==> src/rtl/cla_add_arbiter_pkg.sv <==
// rtl/cla_add_arbiter_pkg.sv - shared sizing constants for the CLA add arbiter
// Purpose: default requester count, id width, datapath width, stage split point
//          and CLA group width used by cla_add_arbiter and its helpers.
// Ports:   none (package).
// Build:   the subtract option is enabled by defining CLA_ARB_SUB_EN.
package cla_add_arbiter_pkg;

  localparam int NUM_REQ = 4;
  localparam int ID_W    = 2;
  localparam int DATA_W  = 64;
  localparam int SPLIT   = 32;
  localparam int HI_W    = DATA_W - SPLIT;
  localparam int GRP_W   = 4;

endpackage

==> src/rtl/cla_add_arbiter_cla.sv <==
// rtl/cla_add_arbiter_cla.sv - carry-lookahead adder built from 4-bit lookahead groups
// Purpose: W-bit adder with carry-in and carry-out. Each 4-bit group resolves its
//          internal carries and its group carry in two-level lookahead form.
//          Group carries then chain from group to group.
// Ports:   a, b [W-1:0] operands; cin carry-in; sum [W-1:0]; cout carry out of bit W-1.
// Note:    W must be a multiple of 4.
module cla_add_arbiter_cla #(
  parameter int W = 32
) (
  input  logic [W-1:0] a,
  input  logic [W-1:0] b,
  input  logic         cin,
  output logic [W-1:0] sum,
  output logic         cout
);

  localparam int NG = W / 4;

  logic [W-1:0] g;
  logic [W-1:0] p;
  logic [NG:0]  gc;

  assign g     = a & b;
  assign p     = a ^ b;
  assign gc[0] = cin;

  for (genvar k = 0; k < NG; k++) begin : g_grp
    logic [3:0] gg;
    logic [3:0] pp;
    logic [3:0] c;

    assign gg   = g[4*k +: 4];
    assign pp   = p[4*k +: 4];
    assign c[0] = gc[k];
    assign c[1] = gg[0] | (pp[0] & c[0]);
    assign c[2] = gg[1] | (pp[1] & gg[0]) | (pp[1] & pp[0] & c[0]);
    assign c[3] = gg[2] | (pp[2] & gg[1]) | (pp[2] & pp[1] & gg[0])
                | (pp[2] & pp[1] & pp[0] & c[0]);
    // Group generate / propagate folded with the incoming group carry.
    assign gc[k+1] = gg[3] | (pp[3] & gg[2]) | (pp[3] & pp[2] & gg[1])
                   | (pp[3] & pp[2] & pp[1] & gg[0]) | ((&pp) & c[0]);
    assign sum[4*k +: 4] = pp ^ c;
  end

  assign cout = gc[NG];

endmodule

==> src/rtl/cla_rr_arbiter.sv <==
// rtl/cla_rr_arbiter.sv - combinational round-robin grant selection
// Purpose: picks the first asserted request, searching from ptr upward with wrap.
//          The pointer register lives in the parent.
// Ports:   req [N-1:0] request vector; ptr [IDW-1:0] search start;
//          grant [N-1:0] one-hot grant or zero; gnt_idx [IDW-1:0] granted index;
//          gnt_any high when any request was granted.
module cla_rr_arbiter #(
  parameter int N   = 4,
  parameter int IDW = 2
) (
  input  logic [N-1:0]   req,
  input  logic [IDW-1:0] ptr,
  output logic [N-1:0]   grant,
  output logic [IDW-1:0] gnt_idx,
  output logic           gnt_any
);

  logic [IDW-1:0] j;

  always_comb begin
    grant   = '0;
    gnt_idx = '0;
    gnt_any = 1'b0;
    j       = '0;
    for (int k = 0; k < N; k++) begin
      j = IDW'((int'(ptr) + k) % N);
      if (!gnt_any && req[j]) begin
        gnt_any = 1'b1;
        gnt_idx = j;
      end
    end
    grant[gnt_idx] = gnt_any;
  end

endmodule

==> src/rtl/cla_add_arbiter.sv <==
// rtl/cla_add_arbiter.sv - round-robin shared 2-stage CLA add pipeline
// Purpose: grants one of NUM_REQ requesters per cycle. Stage 1 adds the low SPLIT
//          bits and registers the split carry. Stage 2 adds the high half and
//          presents the sum tagged with the requester id. The whole pipe stalls
//          while a result waits on res_ready.
// Ports:   clk, rst_n (sync active-low); req_valid/req_ready [NUM_REQ];
//          req_a/req_b [NUM_REQ*DATA_W] packed per requester; req_cin [NUM_REQ];
//          req_sub [NUM_REQ] (only with CLA_ARB_SUB_EN); res_valid/res_ready;
//          res_id [ID_W]; res_sum [DATA_W]; res_cout.
// Build:   define CLA_ARB_SUB_EN to add per-requester subtract (A + ~B + 1).
module cla_add_arbiter
  import cla_add_arbiter_pkg::*;
(
  input  logic                      clk,
  input  logic                      rst_n,
  input  logic [NUM_REQ-1:0]        req_valid,
  output logic [NUM_REQ-1:0]        req_ready,
  input  logic [NUM_REQ*DATA_W-1:0] req_a,
  input  logic [NUM_REQ*DATA_W-1:0] req_b,
  input  logic [NUM_REQ-1:0]        req_cin,
`ifdef CLA_ARB_SUB_EN
  input  logic [NUM_REQ-1:0]        req_sub,
`endif
  output logic                      res_valid,
  input  logic                      res_ready,
  output logic [ID_W-1:0]           res_id,
  output logic [DATA_W-1:0]         res_sum,
  output logic                      res_cout
);

  logic [NUM_REQ-1:0] grant;
  logic [ID_W-1:0]    gnt_idx;
  logic               gnt_any;
  logic               adv;
  logic               hs;
  logic [DATA_W-1:0]  op_a;
  logic [DATA_W-1:0]  op_b;
  logic               op_cin;
  logic [SPLIT-1:0]   lo_sum;
  logic               lo_cout;
  logic [HI_W-1:0]    hi_sum;
  logic               hi_cout;

  logic [ID_W-1:0]   ptr_q, ptr_d;
  logic              s1_vld_q, s1_vld_d;
  logic [SPLIT-1:0]  s1_lo_q, s1_lo_d;
  logic              s1_c_q, s1_c_d;
  logic [HI_W-1:0]   s1_a_hi_q, s1_a_hi_d;
  logic [HI_W-1:0]   s1_b_hi_q, s1_b_hi_d;
  logic [ID_W-1:0]   s1_id_q, s1_id_d;
  logic              res_valid_q, res_valid_d;
  logic [ID_W-1:0]   res_id_q, res_id_d;
  logic [DATA_W-1:0] res_sum_q, res_sum_d;
  logic              res_cout_q, res_cout_d;

  cla_rr_arbiter #(.N(NUM_REQ), .IDW(ID_W)) u_arb (
    .req     (req_valid),
    .ptr     (ptr_q),
    .grant   (grant),
    .gnt_idx (gnt_idx),
    .gnt_any (gnt_any)
  );

  // The pipe moves only when the output slot is free or being drained.
  assign adv       = !res_valid_q || res_ready;
  assign hs        = adv && gnt_any;
  assign req_ready = grant & {NUM_REQ{adv}};

  always_comb begin
    op_a   = req_a[gnt_idx*DATA_W +: DATA_W];
    op_b   = req_b[gnt_idx*DATA_W +: DATA_W];
    op_cin = req_cin[gnt_idx];
`ifdef CLA_ARB_SUB_EN
    // Two's-complement subtract: invert B and force the carry-in.
    if (req_sub[gnt_idx]) begin
      op_b   = ~op_b;
      op_cin = 1'b1;
    end
`endif
  end

  cla_add_arbiter_cla #(.W(SPLIT)) u_add_lo (
    .a    (op_a[SPLIT-1:0]),
    .b    (op_b[SPLIT-1:0]),
    .cin  (op_cin),
    .sum  (lo_sum),
    .cout (lo_cout)
  );

  cla_add_arbiter_cla #(.W(HI_W)) u_add_hi (
    .a    (s1_a_hi_q),
    .b    (s1_b_hi_q),
    .cin  (s1_c_q),
    .sum  (hi_sum),
    .cout (hi_cout)
  );

  always_comb begin
    ptr_d       = ptr_q;
    s1_vld_d    = s1_vld_q;
    s1_lo_d     = s1_lo_q;
    s1_c_d      = s1_c_q;
    s1_a_hi_d   = s1_a_hi_q;
    s1_b_hi_d   = s1_b_hi_q;
    s1_id_d     = s1_id_q;
    res_valid_d = res_valid_q;
    res_id_d    = res_id_q;
    res_sum_d   = res_sum_q;
    res_cout_d  = res_cout_q;
    if (adv) begin
      s1_vld_d    = hs;
      res_valid_d = s1_vld_q;
      if (hs) begin
        s1_lo_d   = lo_sum;
        s1_c_d    = lo_cout;
        s1_a_hi_d = op_a[DATA_W-1:SPLIT];
        s1_b_hi_d = op_b[DATA_W-1:SPLIT];
        s1_id_d   = gnt_idx;
        ptr_d     = (gnt_idx == ID_W'(NUM_REQ - 1)) ? '0 : gnt_idx + ID_W'(1);
      end
      if (s1_vld_q) begin
        res_sum_d  = {hi_sum, s1_lo_q};
        res_cout_d = hi_cout;
        res_id_d   = s1_id_q;
      end
    end
  end

  always_ff @(posedge clk) begin
    if (!rst_n) begin
      ptr_q       <= '0;
      s1_vld_q    <= 1'b0;
      s1_lo_q     <= '0;
      s1_c_q      <= 1'b0;
      s1_a_hi_q   <= '0;
      s1_b_hi_q   <= '0;
      s1_id_q     <= '0;
      res_valid_q <= 1'b0;
      res_id_q    <= '0;
      res_sum_q   <= '0;
      res_cout_q  <= 1'b0;
    end else begin
      ptr_q       <= ptr_d;
      s1_vld_q    <= s1_vld_d;
      s1_lo_q     <= s1_lo_d;
      s1_c_q      <= s1_c_d;
      s1_a_hi_q   <= s1_a_hi_d;
      s1_b_hi_q   <= s1_b_hi_d;
      s1_id_q     <= s1_id_d;
      res_valid_q <= res_valid_d;
      res_id_q    <= res_id_d;
      res_sum_q   <= res_sum_d;
      res_cout_q  <= res_cout_d;
    end
  end

  assign res_valid = res_valid_q;
  assign res_id    = res_id_q;
  assign res_sum   = res_sum_q;
  assign res_cout  = res_cout_q;

endmodule

==> config.mk <==
export PLATFORM = sky130hd
export DESIGN_NAME = cla_add_arbiter
export DESIGN_NICKNAME = d
export VERILOG_FILES = /design/src/rtl/cla_add_arbiter_pkg.sv /design/src/rtl/cla_add_arbiter_cla.sv /design/src/rtl/cla_rr_arbiter.sv /design/src/rtl/cla_add_arbiter.sv
export SDC_FILE = /design/constraint.sdc
export NUM_CORES = 1
export LEC_CHECK = 0
export CAP_MARGIN = 20
export CORE_AREA = 2 2 230 232
export DETAILED_ROUTE_END_ITERATION = 7
export DIE_AREA = 0 0 232 234
export GPL_TIMING_DRIVEN = 0
export PLACE_DENSITY_LB_ADDON = 0.05
export RECOVER_POWER = 100
export REMOVE_ABC_BUFFERS = 1
export SETUP_SLACK_MARGIN = 0.1
export SYNTH_ARGS = -nofsm -noshare
export SYNTH_HDL_FRONTEND = slang
export SYNTH_HIERARCHICAL = 1
export SYNTH_SLANG_ARGS = --single-unit
==> constraint.sdc <==
create_clock -name clk -period 9.65 [get_ports clk]
set_input_delay 2.895 -clock clk [delete_from_list [all_inputs] [get_ports clk]]
set_output_delay 2.895 -clock clk [all_outputs]
set_load 0.05 [all_outputs]
== Yosys cells after proc, flatten, opt, wreduce, memory -nomap -nowiden ==
Cells that the tools add are included.
Storage, ports and cells
  flip-flop bits (word level): 170
  input port bits: 523
  output and inout port bits: 72
  word-level logic and storage cells: 495
Cells by class
  add/sub/neg operators: 4
  order comparisons: 6
  equal/unequal tests: 1
  shift-type cells: 2
  mux-type cells: 21
  bitwise gates (word level): 422
  reduce and logical (&&, ||, !) cells: 28
Operator list (count)
  $shiftx A256 B9 Y64: 2
  $and A1 B1 Y1: 240
  $or A1 B1 Y1: 160
  $and A32 B32 Y32: 2
  $reduce_and A4 Y1: 16
  $xor A32 B32 Y32: 2
  $xor A4 B4 Y4: 16
  $lt A2 B3 Y1 const B: 5
  $bmux W1 S2: 5
  $mux W1: 10
  $mux W2: 5
  $and A4 B4 Y4: 2
  $logic_and A1 B1 Y1: 5
  $add A2 B1 Y2 const B: 2
  $add A2 B2 Y2 const B: 2
  $logic_not A1 Y1: 4
  $reduce_and A2 Y1: 2
  $demux W1 S2: 1
  $eq A2 B2 Y1 const B: 1
  $ge A2 B1 Y1 const B: 1
  $logic_or A1 B1 Y1: 1

== Logic depth before layout (Yosys ltp) ==
  depth in word-level cells: 34
  mapped depth: 20
  gate-level depth less buffers: 16

== Hierarchy ==
Netlist, hierarchy kept.
Modules (own cells, without submodules)
  cla_add_arbiter: times used 1, cells an instance 861, area an instance 9247.6 µm², sequential area each 3403.3 µm²
  cla_add_arbiter_cla (u_add_lo): times used 1, cells an instance 169, area an instance 1388.8 µm², sequential area each 0.0 µm²
  cla_add_arbiter_cla (u_add_hi): times used 1, cells an instance 163, area an instance 1345.0 µm², sequential area each 0.0 µm²
  cla_rr_arbiter: times used 1, cells an instance 32, area an instance 182.7 µm², sequential area each 0.0 µm²

== Least setup slack after synthesis ==
Ideal clock, no wire load.
  path type: input to register
  start point: in req_valid[1]
  end point: reg s1_lo_q[25]
  library setup time: 132 ps
  arrival time: 6756 ps
  required time: 9518 ps
  slack: 2761 ps
  cell stages on the path: 20
  path buffers: 4
  cells stage by stage: buf_2 -> nand2b_1 -> a21oi_1 -> a211oi_2 -> buf_6 -> buf_6 -> buf_2 -> mux4_2 -> ha_1 -> a21o_2 -> a31oi_4 -> nand2_1 -> a31o_1 -> and3_2 -> o21ai_0 -> nand2b_1 -> fa_1 -> xor2_1 -> nand3_1 -> a21oi_1
Between the ends
  elaborated cells on any way between the ends: 99
  classes of those cells: 2 x shift; 18 x mux; 65 x bitwise; 14 x reduce/logical
RTL lines
  start: declaration: line cla_add_arbiter.sv:16  | input logic [NUM_REQ-1:0] req_valid,
  $bmux W1 S2: line cla_rr_arbiter.sv:27  | if (!gnt_any && req[j]) begin
  $mux W1 (implied by the code): line cla_rr_arbiter.sv:27
  $mux W1: line cla_rr_arbiter.sv:27
  $logic_not A1 Y1: line cla_rr_arbiter.sv:27
  $logic_and A1 B1 Y1: line cla_rr_arbiter.sv:27
  $mux W1: line cla_rr_arbiter.sv:27
  $logic_not A1 Y1: line cla_rr_arbiter.sv:27
  $logic_and A1 B1 Y1: line cla_rr_arbiter.sv:27
  [4 not listed]
  net gnt_idx[0]: line cla_add_arbiter.sv:32  | logic [ID_W-1:0] gnt_idx;
  [1 not listed]
  net op_a[17]: line cla_add_arbiter.sv:36  | logic [DATA_W-1:0] op_a;
  [3 not listed]
  $or A1 B1 Y1: line cla_add_arbiter_cla.sv:41  | | (pp[3] & pp[2] & pp[1] & gg[0]) | ((&pp) & c[0]);
  $or A1 B1 Y1 *: line cla_add_arbiter_cla.sv:41
  $and A1 B1 Y1 *: line cla_add_arbiter_cla.sv:41
  $or A1 B1 Y1 *: line cla_add_arbiter_cla.sv:41
  $and A1 B1 Y1 *: line cla_add_arbiter_cla.sv:35  | assign c[1] = gg[0] | (pp[0] & c[0]);
  $or A1 B1 Y1 *: line cla_add_arbiter_cla.sv:35
  $xor A4 B4 Y4 *: line cla_add_arbiter_cla.sv:42  | assign sum[4*k +: 4] = pp ^ c;
  net lo_sum[25]: line cla_add_arbiter.sv:39  | logic [SPLIT-1:0] lo_sum;
  end signal: assignment: line cla_add_arbiter.sv:145  | s1_lo_q <= s1_lo_d;
  end: declaration: line cla_add_arbiter.sv:46  | logic [SPLIT-1:0] s1_lo_q, s1_lo_d;
The timed path passes the listed nets; every way through them passes the cells marked *. The select of a mux whose other input is x is not followed.
A chain may end at the register's enable or synchronous reset.

== Worst setup path in the final report ==
  start point: in req_valid[1]
  end point: reg s1_lo_q[25]
Between the ends
  elaborated cells on any way between the ends: 99
  classes of those cells: 2 x shift; 18 x mux; 65 x bitwise; 14 x reduce/logical
RTL lines (line)
  $bmux W1 S2: cla_rr_arbiter.sv:27
  $mux W1 (implied by the code): cla_rr_arbiter.sv:27
  $mux W1: cla_rr_arbiter.sv:27
  $logic_not A1 Y1: cla_rr_arbiter.sv:27
  $logic_and A1 B1 Y1: cla_rr_arbiter.sv:27
  $mux W1: cla_rr_arbiter.sv:27
  $logic_not A1 Y1: cla_rr_arbiter.sv:27
  $logic_and A1 B1 Y1: cla_rr_arbiter.sv:27
  [4 not listed]
  net gnt_idx[0]: cla_add_arbiter.sv:32
  [1 not listed]
  net op_a[5]: cla_add_arbiter.sv:36
  [9 not listed]
  $and A1 B1 Y1 *: cla_add_arbiter_cla.sv:41
  $or A1 B1 Y1 *: cla_add_arbiter_cla.sv:41
  $and A1 B1 Y1 *: cla_add_arbiter_cla.sv:41
  $or A1 B1 Y1 *: cla_add_arbiter_cla.sv:41
  $and A1 B1 Y1 *: cla_add_arbiter_cla.sv:35
  $or A1 B1 Y1 *: cla_add_arbiter_cla.sv:35
  $xor A4 B4 Y4 *: cla_add_arbiter_cla.sv:42
  net lo_sum[25]: cla_add_arbiter.sv:39
Marks and branches as above.

==> flow_metrics.py <==
metrics = {
    "status": {
        "status": "complete, but fails checks",
        "failed_checks": "capacitance limit, slew limit",
    },
    "layout": {
        "antennaDiodeCount": 0,
        "nNetsFinal": 2361,
        "fin_area_sq_um": 19600,
        "fillers": 5250,
        "postLayoutCoreUtil_pct": 37.6,
        "layout_commonest_cell": "clkdlybuf4s50_1",
        "drive_gt1_share_pct": 11.8,
        "final-seq-area_sq_um": 3410,
        "multi_input_area_sq_um": 8160,
        "layout_common_cells": "519 x clkdlybuf4s50_1, 169 x dfxtp_1, 139 x a21oi_1, 129 x mux4_2, 120 x o21ai_0",
        "area_growth_pct": 60.9,
    },
    "worst_setup_path": {
        "path_class": "primary input to flip-flop",
        "critical_path.max_stage_delay_ns": 0.70,
        "path_cells": "dlygate4sd3_1, nand2b_1, a21oi_1, a211oi_4, buf_8, buf_8, buf_8, buf_8, buf_8, mux4_2, ha_1, a21oi_1, o21ai_0, a22oi_1, nand4_1, and3_2, o21ai_0, nand2b_1, fa_1, xor2_1, nand3_1, a21oi_1",
        "start_kind": "primary input",
        "critPathMostFrequentCell": "buf_8",
        "endpoint_kind": "flip-flop",
        "crit_fanout": 12,
        "reg2reg_from": "ptr_q[0]",
        "arrival_ns": 9.00,
        "crit_slowest_cell": "a211oi_4",
        "startpoint": "req_valid[1]",
        "cp_data_required_time_ns": 10.03,
        "rrSetupSlack_ns": 3.68,
    },
    "synth": {
        "syn_inst": 1225,
        "synthesis.area_sq_um": 12200,
        "synth_cell_types": 65,
        "ys_seq_area_share_pct": 28.0,
        "synth-seq-cells": 170,
        "synth-edff-count": 0,
        "synthArstFlopShare_pct": 0,
        "ys.warnings.count": 6,
        "syn_avg_cell_area_sq_um": 9.93,
        "synthFlopType": "dfxtp_1",
    },
    "pwr": {
        "p_per_area_nw_per_um2": 182,
        "power.leakage_uw": 0.00734,
        "ir_drop_uv": 128,
    },
    "routing": {
        "final_antenna_net_count": 0,
        "wl_mm": 47.7,
        "drt_iter0_markers": 446,
        "routed-via-count": 11900,
        "drt-wirelength-per-cell_um": 19.4,
        "drc": 0,
        "vias_per_cell": 4.83,
        "first_pass_iters": 5,
    },
    "clocking": {
        "htreeDepth": 4,
        "cts-root-buf": "clkbuf_16",
        "postCtsHoldBufs": 0,
        "clkSlewWorstSetupHoldPaths_ns": 0.07,
        "numCtsBuffers": 17,
        "cts_sinks": 170,
        "clockBufferDepth": 2,
        "cts_resized": 0,
        "clock_latency_ns": 0.45,
        "cts_setup_buffers": 0,
        "cts_tree": "yes",
    },
    "placed_design": {
        "globalplace.congestion": 0.736,
        "place_area_sq_um": 19100,
        "dp_hpwl_mm": 37.2,
        "port_buffers": 594,
    },
    "floorplan": {
        "die_h_um": 234,
        "start_util_pct": 23.4,
        "ios": 595,
        "rows": 84,
        "die_w_um": 232,
        "core_area_sq_um": 52000,
        "die_area_sq_um": 54300,
    },
    "grt": {
        "grt_usage_pct": 17.3,
        "grt_max_degree": 69,
        "grt_pass1_vias": 12400,
        "antenna_found_initial": 2,
        "grt_remaining_overflow": 0,
        "grt_first_pass_wirelength_mm": 72.1,
    },
    "sta": {
        "fin_crit_ns": 8.62,
        "slew_headroom_pct": -73.3,
        "period_share_pct": 89.3,
        "setup-violations-final": 0,
        "finClkSkew_ns": 0.0130,
        "rsz0062_at_grt": "false",
        "finalSetupTns_ns": 0,
        "clock.fmax_ghz": 0.116,
        "slew_violations": 130,
        "tightest_slew_ns": 2.59,
        "finalHoldViolCount": 0,
    },
    "worst_hold_path": {
        "hp-start": "s1_lo_q[15]",
        "hold_path_class": "flip-flop to flip-flop",
    },
    "run": {
        "drv_cap": 4,
    },
}
==> per-stage QoR <==
stage / setup slack, ns / cells / total power (uW) / hold slack [ns]
global route: 0.526 / 2458 / 3850 / 0.486
detailed placement: 0.645 / 2426 / 2910 / 0.455
CTS: 1.11 / 2458 / 3670 / 0.465
floorplan: -5.85 / 1117 / 2320 / 0.440
global placement: -11.35 / 2399 / 3010 / 0.445
finish: 1.03 / 2458 / 3570 / 0.464
==> Yosys cell counts, types with 2 or more instances <==
cell type,instances,area (sq um)
and2_1,6,37.5
nand2_1,88,330
nor3b_1,2,15.0
nor3_1,7,35.0
o211a_1,2,20.0
o21ai_1,4,20.0
o21bai_1,6,45.0
mux4_2,129,2910
or2_2,4,25.0
nor2_1,28,105
o21ai_0,120,601
clkbuf_1,68,255
xor2_1,23,201
buf_6,5,56.3
a21oi_1,140,701
a21oi_2,2,17.5
nor2b_1,6,37.5
xnor2_1,21,184
inv_1,31,116
a211oi_1,4,30.0
fa_1,16,320
nand3_1,107,536
dfxtp_1,170,3400
nand4_1,8,50.1
or4_1,2,15.0
a31oi_4,2,42.5
a31oi_1,4,25.0
o2bb2ai_1,66,578
inv_2,2,7.51
nand4_2,2,25.0
buf_2,33,165
a21o_1,17,128
ha_1,65,813
nand2b_1,4,25.0
==> cell type report <==
class | instances | share of cell area, %
Timing Repair Buffer | 621 | 32.7
Clock inverter | 10 | 0.703
Clock buffer | 22 | 2.47
Tap cell | 688 | 4.40
Inverter | 33 | 0.658
Sequential cell | 170 | 17.4
Multi-Input combinational cell | 914 | 41.7
==> logic make-up after synthesis <==
group           synth area share [%]
simple gates                    10.8
compound gates                  19.8
xor+xnor                        3.17
flops                           28.0
fa+ha+maj                       9.32
mux                             23.9
buf+inv                         5.03
==> routing by layer <==
metal | vias up | routed length [um] | share of wire [%] | GRT usage (%)
met5 | - | 13 | 0.027 | 0
li1 | 5747 | - | - | -
met4 | 2 | 554 | 1.2 | 3.43
met3 | 25 | 2780 | 5.8 | 3.95
met1 | 5789 | 20000 | 42 | 21.2
met2 | 299 | 24400 | 51 | 31.0
==> worst paths after layout <==
check / endpoint / cells after the start
max: s1_lo_q[25] / 22
min reg2reg: res_sum[15] / 2
min: res_sum[15] / 2
max reg2reg: s1_lo_q[25] / 21
==> worst max-delay path, delay by kind of cell <==
kind	cells	cell delay, ns
simple gates	5	1.04
compound gates	7	1.84
mux	1	0.52
fa+ha+maj	2	0.76
xor+xnor	1	0.18
buf+inv	6	1.73
==> registers in the layout (all words and copies together) (netlist names), 2 cells and up <==
register	count
s1_id_q	2
ptr_q	2
s1_lo_q	32
s1_b_hi_q	32
res_sum	64
s1_a_hi_q	32
res_id	2
==> where the power goes <==
part / leakage, uW / switching, uW / internal (uW)
sequential: 0.00140 / 77.3 / 847
clock: 0.000303 / 306 / 435
combinational: 0.00563 / 952 / 950
total: 0.00734 / 1340 / 2230
Note: power is estimated with default switching activity, not from simulation.
